`config.mk`:
```
export PLATFORM = sky130hd
export DESIGN_NAME = stream_demux_1_to_n
export DESIGN_NICKNAME = d
export VERILOG_FILES = /design/src/rtl/stream_demux_1_to_n.sv
export SDC_FILE = /design/constraint.sdc
export NUM_CORES = 1
export LEC_CHECK = 0
export CAP_MARGIN = 15
export CORE_MARGIN = 1.5
export CORE_UTILIZATION = 36
export DETAILED_ROUTE_END_ITERATION = 8
export PLACE_DENSITY = 0.85
export SLEW_MARGIN = 20
export SYNTH_ARGS = -nofsm -noshare
export SYNTH_HDL_FRONTEND = slang
export SYNTH_SLANG_ARGS = --single-unit
```
`constraint.sdc`:
```
create_clock -name clk -period 4.2 [get_ports clk]
set_input_delay 1.26 -clock clk [delete_from_list [all_inputs] [get_ports clk]]
set_output_delay 1.26 -clock clk [all_outputs]
set_load 0.01 [all_outputs]
```
`src/rtl/stream_demux_1_to_n.sv`:
```
`default_nettype none
// ============================================================================
// Module      : stream_demux_1_to_n
// Description : Registered, handshaked 1-to-N packet demultiplexer. The
//               destination is sampled on the first beat of each packet and
//               held until in_last. Packets with an out-of-range select are
//               swallowed and counted in a saturating drop counter.
//               Unselected outputs always drive zeros.
// Ports       : clk, reset          - clock / async active-high reset
//               in_valid/ready/data/last/sel - input stream
//               out_valid/ready/data/last    - N_OUT output streams, channel
//                                              k at [k*DATA_W +: DATA_W]
//               busy      - mid-packet (routing or dropping)
//               cur_dest  - destination of current / most recent packet
//               drop_cnt  - saturating count of dropped packets
// Revision    : 1.0 - initial release
// ============================================================================
module stream_demux_1_to_n #(
    parameter int DATA_W = 8,
    parameter int N_OUT  = 4,
    parameter int SEL_W  = 2,
    parameter int CNT_W  = 16
) (
    input  logic                    clk,
    input  logic                    reset,
    input  logic                    in_valid,
    output logic                    in_ready,
    input  logic [DATA_W-1:0]       in_data,
    input  logic                    in_last,
    input  logic [SEL_W-1:0]        in_sel,
    output logic [N_OUT-1:0]        out_valid,
    input  logic [N_OUT-1:0]        out_ready,
    output logic [N_OUT*DATA_W-1:0] out_data,
    output logic [N_OUT-1:0]        out_last,
    output logic                    busy,
    output logic [SEL_W-1:0]        cur_dest,
    output logic [CNT_W-1:0]        drop_cnt
);

    typedef enum logic [1:0] {
        S_IDLE  = 2'd0,
        S_ROUTE = 2'd1,
        S_DROP  = 2'd2
    } state_t;

    localparam logic [SEL_W:0] c_n_out = (SEL_W+1)'(N_OUT);

    state_t              r_state;
    state_t              w_state_nxt;
    logic                r_rv;
    logic [DATA_W-1:0]   r_data;
    logic                r_last;
    logic [SEL_W-1:0]    r_dest;
    logic [CNT_W-1:0]    r_drop_cnt;

    logic                w_dest_ready;   // out_ready of the register's channel
    logic                w_sel_ok;
    logic                w_accept;
    logic                w_load;
    logic                w_drop_first;

    // out_ready is picked by comparison rather than indexing so a narrow
    // N_OUT never creates an out-of-range index.
    always_comb begin
        w_dest_ready = 1'b0;
        for (int k = 0; k < N_OUT; k++) begin
            if (r_dest == SEL_W'(k)) begin
                w_dest_ready = out_ready[k];
            end
        end
    end

    assign w_sel_ok     = ({1'b0, in_sel} < c_n_out);
    assign in_ready     = (r_state == S_DROP) || !r_rv || w_dest_ready;
    assign w_accept     = in_valid && in_ready;
    assign w_load       = w_accept && ((r_state == S_ROUTE) ||
                                       ((r_state == S_IDLE) && w_sel_ok));
    assign w_drop_first = w_accept && (r_state == S_IDLE) && !w_sel_ok;

    always_comb begin
        w_state_nxt = r_state;
        if (w_accept) begin
            case (r_state)
                S_IDLE:  w_state_nxt = in_last ? S_IDLE : (w_sel_ok ? S_ROUTE : S_DROP);
                S_ROUTE: w_state_nxt = in_last ? S_IDLE : S_ROUTE;
                S_DROP:  w_state_nxt = in_last ? S_IDLE : S_DROP;
                default: w_state_nxt = S_IDLE;
            endcase
        end
    end

    always_ff @(posedge clk or posedge reset) begin
        if (reset) begin
            r_state <= S_IDLE;
        end else begin
            r_state <= w_state_nxt;
        end
    end

    // Output register: a load takes priority over a drain, which makes the
    // simultaneous drain+load a seamless back-to-back transfer.
    always_ff @(posedge clk or posedge reset) begin
        if (reset) begin
            r_rv   <= 1'b0;
            r_data <= '0;
            r_last <= 1'b0;
            r_dest <= '0;
        end else if (w_load) begin
            r_rv   <= 1'b1;
            r_data <= in_data;
            r_last <= in_last;
            if (r_state == S_IDLE) begin
                r_dest <= in_sel;
            end
        end else if (r_rv && w_dest_ready) begin
            r_rv <= 1'b0;
        end
    end

    // Only the first beat of an out-of-range packet counts; saturates.
    always_ff @(posedge clk or posedge reset) begin
        if (reset) begin
            r_drop_cnt <= '0;
        end else if (w_drop_first && (r_drop_cnt != {CNT_W{1'b1}})) begin
            r_drop_cnt <= r_drop_cnt + 1'b1;
        end
    end

    always_comb begin
        out_valid = '0;
        out_data  = '0;
        out_last  = '0;
        for (int k = 0; k < N_OUT; k++) begin
            if (r_rv && (r_dest == SEL_W'(k))) begin
                out_valid[k]                = 1'b1;
                out_data[k*DATA_W +: DATA_W] = r_data;
                out_last[k]                 = r_last;
            end
        end
    end

    // The register's destination only changes on a first beat, so it is also
    // the destination of the current or most recent packet.
    assign cur_dest = r_dest;
    assign busy     = (r_state != S_IDLE);
    assign drop_cnt = r_drop_cnt;

endmodule
`default_nettype wire
```
## Word-level counts from Yosys, hierarchy flattened

Index checks and enable logic that the tools add are counted.

| operators by class | value |
|---|---|
| mux-type cells | 21 |
| equal/unequal tests | 5 |
| reductions and logical operators | 17 |

Operator list:

| kind | count |
|---|---|
| 2-to-1 mux 8 bit | 4 |
| 2-to-1 mux 1 bit | 15 |
| logical AND 1 bit | 7 |
| equality test 2 bit, second input constant | 3 |
| equality test 2 x 1 -> 1 bit, second input constant | 2 |
| zero test 2 bit | 2 |
| case mux 2 bit (2 select lines) | 1 |
| nonzero test 2 bit | 2 |
| logical OR 1 bit | 3 |
| 2-to-1 mux 2 bit | 1 |
| AND reduction 2 bit | 1 |
| OR reduction 2 bit | 1 |
| zero test 1 bit | 1 |

| word-level totals | value |
|---|---|
| output and inout bits | 60 |
| register bits | 14 |
| word-level logic and storage cells | 48 |
| input port bits | 18 |

## Depth between registers and ports, before layout

| logic depth | value |
|---|---|
| depth after elaboration | 9 |
| gate-level depth with buffers | 4 |
| depth with buffers taken out | 3 |

## Least setup slack after synthesis

OpenSTA, ideal clock, no wires.

| timing path | value |
|---|---|
| path kind | input to output |
| start | input port out_ready[1] |
| end | output port in_ready |
| path buffers | 0 |
| data required time | 2.940 ns |
| arrival time | 1.958 ns |
| cell stages on the path | 3 |
| setup slack | 0.982 ns |
| cell sequence | mux2i_1 > a22oi_1 > a21o_1 |

| on the way | value |
|---|---|
| longest elaborated chain between the ends | 4 |

Ends and longest elaborated chain:

| item | RTL line | RTL |
|---|---|---|
| start: declaration | 32 | `input logic [N_OUT-1:0] out_ready,` |
| 2-to-1 mux 1 bit (3 in series) | 67 | `if (r_dest == SEL_W'(k)) begin` |
| logical OR 1 bit | 74 | `assign in_ready = (r_state == S_DROP) \|\| !r_rv \|\| w_dest_ready;` |
| end: declaration | 27 | `output logic in_ready,` |

Every way passes these cells.

## Worst setup path after layout

| timing path | value |
|---|---|
| start | input port out_ready[2] |
| end | output port in_ready |

| on the way | value |
|---|---|
| longest elaborated chain between the ends | 3 |

Ends and longest elaborated chain:

| item | RTL line |
|---|---|
| 2-to-1 mux 1 bit (2 in series) | 67 |
| logical OR 1 bit | 74 |

Every way passes these cells.

==> out/summary.md <==
* **estimated wirelength of the detail-placed design** 2142 um
* **area share of the largest cell type after synthesis** 33.73%
* **pin count of the biggest net entering global routing** 18
* **Die Height** 56.71 um
* **crit path DAT** 2.88 ns
* **Fin Clk Skew** 0.002339 ns
* **critical path class** input port to output port
* **unrepaired setup endpoints after global routing** no
* **commonest non-fill, non-tap cell in the layout** sky130_fd_sc_hd__clkdlybuf4s50_1
* **total wire length** 2675 um
* **source-to-sink clock delay at the later pin of the worst-skew pair** 0.27 ns
* **final worst path period need** 4.139 ns
* **maximum clock frequency** 241.6 MHz
* **predominant post-synthesis flop cell** sky130_fd_sc_hd__dfrtp_1
* **Root Buffer Master** sky130_fd_sc_hd__clkbuf_4
* **number of distinct library cells after synthesis** 24
* **post-CTS setup repair buffer count** 0
* **Net count, final** 188
* **number of placement rows** 19
* **cell count after synthesis** 109
* **TritonCTS buffer count** 3
* **register clock-pin slew on the reported worst setup and hold paths** 0.09 ns
* **buffer depth of the longest clock path** 2
* **number of failing hold endpoints at the final stage** 0
* **CTS tree** done
* **internal power consumption** 0.6351 mW
* **vias in the first global route** 921
* **highest-count cells in the layout ignoring fill and taps** sky130_fd_sc_hd__clkdlybuf4s50_1, sky130_fd_sc_hd__and2_1, sky130_fd_sc_hd__conb_1
* **cts hold-fix bufs** 0
* **Max IR drop VDD** 0.3734 mV
* **sequential share of power** 26.7%
* **outcome** finished clean
* **number of sinks driven by the clock tree** 14
* **Clock Power Share** 9.2%
* **detailed router's first-iteration violation count** 18
* **Remaining Overflow, GRT** 0
* **transition time of the tightest slew-check pin** 0.7165 ns
* **wire length of the first global-routing pass** 4305 um
* **Worst EP required** 2.94 ns
* **core area** 2758 sq um
* **fraction of layout cells with a size suffix above 1** 11.83%
* **count of flip-flops with a built-in enable after synthesis** 0
* **Max Cap Violations** 0
* **placer congestion estimate** 0.7425
* **sequential-to-total area share from yosys stat** 33.73%
* **number of setup violations in the final report** 0
* **Worst Hold Class** register to register
* **Antenna Nets Post-Route** 0
* **aggregate global-route resource usage** 17.31%
* **ratio of total power to cell area** 621.6 nW/um^2
* **kind of end point of the critical path** output port
* **worst hold slack after final layout** 0.5508 ns
* **# H-tree levels** 1
* **top cells by area, synth** sky130_fd_sc_hd__dfrtp_1, sky130_fd_sc_hd__and2_1, sky130_fd_sc_hd__buf_4
* **max-slew violation count** 0
* **leakage component of the power** 0.7234 nW
* **router iterations before antenna repair** 3
* **I/O pin count** 78
* **fraction of registers with async set or reset after synthesis** 100.0%
* **worst-case register-to-register setup slack** 2.14 ns
* **post-synth top area cell** sky130_fd_sc_hd__dfrtp_1
* **fraction of power spent switching nets** 38.04%
* **part of the power in combinational logic** 64.1%
* **area of the die** 3216 sq um
* **count of vias placed by the detailed router** 959
* **synthesized cell area** 1038 sq um
* **wire length per cell** 13.38 um
* **flops & latches, synth** 14
* **count of cells resized by post-cts repair** 0
* **relative max-transition margin** 52.14%
* **Critical Path Start Type** input port
* **worst-path maximum fanout** 4
* **Ant. Diodes** 0
* **Psw** 0.3899 mW
* **Die X** 56.71 um
* **count of input and output buffers** 61
* **area growth from synthesis to layout** 58.80%
* **period utilisation layout** 98.55%
* **Sum Neg Setup Slack** 0 ns
* **drt drc** 0
* **antenna violations before repair** 0
* **YS warnings** 0
* **post-synthesis average cell area** 9.527 sq um
* **Initial Util** 37.66%
* **Via density** 4.795
==> layout make-up <==
| type | instances | area [sq um] |
|---|---|---|
| Inverter | 3 | 11.26 |
| Sequential cell | 14 | 350.3 |
| Multi-Input combinational cell | 85 | 586.8 |
| Clock buffer | 4 | 36.28 |
| Fill cell | 263 | 1109 |
| Timing Repair Buffer | 63 | 625.6 |
| Tap cell | 31 | 38.79 |
==> state kept, by name (all words and copies together) (netlist names) <==
register  cells
r_last        1
r_data        8
r_state       2
r_rv          1
cur_dest      2
==> routing by layer <==
metal  routed length (um)  track usage (%)  up-vias
met4                    0            4.082        0
met1                 1055            19.60      457
met5                    0                0        -
met2                 1456            33.22       50
met3                  163            2.765        0
li1                     -                -      452
==> synthesized netlist by cell type, types with 2 or more instances <==
library cell               count
sky130_fd_sc_hd__a221oi_1      2
sky130_fd_sc_hd__and3_1       10
sky130_fd_sc_hd__nand2_1       2
sky130_fd_sc_hd__dfrtp_1      14
sky130_fd_sc_hd__and2_1       28
sky130_fd_sc_hd__buf_4        17
sky130_fd_sc_hd__nor2b_1       3
sky130_fd_sc_hd__mux2_1        2
sky130_fd_sc_hd__inv_1         3
sky130_fd_sc_hd__clkbuf_1      5
sky130_fd_sc_hd__mux2_2       10
==> metrics by stage <==
step           total power, mW  area (sq um)  util (%)  setup slack, ns  cells
2_1_floorplan           0.6028          1095         -           0.9823    124
4_1_cts                  1.038          1649     59.80          0.05481    200
5_1_grt                  1.099          1649     59.80        0.0009155    200
3_5_place_dp            0.9404          1613     58.48          0.06258    196
6_report                 1.025          1649     59.80          0.06094    200
3_3_place_gp            0.9122          1613     58.48           0.1479    196
==> power groups by stage <==
stage          Clock, mW  Combinational (mW)  Sequential, mW
5_1_grt            0.108               0.704           0.287
3_3_place_gp           0               0.643           0.269
6_report          0.0947               0.657           0.273
2_1_floorplan          0               0.360           0.243
3_5_place_dp           0               0.663           0.278
4_1_cts           0.0996               0.664           0.275
==> logic make-up (layout without fill, tap and decap cells) <==
group	after synthesis	in the layout	synth area share, %
other cells	1	16	0.3611
buf+inv	25	70	15.18
compound gates	6	6	6.267
flops	14	14	33.74
simple gates	49	49	29.16
mux	14	14	15.30
==> worst max-delay path: stages <==
cell and delay, ns:
sky130_fd_sc_hd__clkdlybuf4s50_1 0.44, sky130_fd_sc_hd__mux2i_2 0.33, sky130_fd_sc_hd__a22oi_1 0.20, sky130_fd_sc_hd__a21o_1 0.18
sky130_fd_sc_hd__clkdlybuf4s50_1 0.47
==> worst paths after layout <==
check,startpoint,endpoint,depth (start not counted)
worst max register to register,cur_dest[0],r_data[4],4
worst max-delay path,out_ready[2],in_ready,5
worst min register to register,r_data[2],r_data[2],1
max in group asynchronous,reset,r_data[5],2
worst min-delay path,r_data[2],r_data[2],1
min in group asynchronous,reset,r_rv,2
No activity file was read; power rests on OpenSTA's default activity.
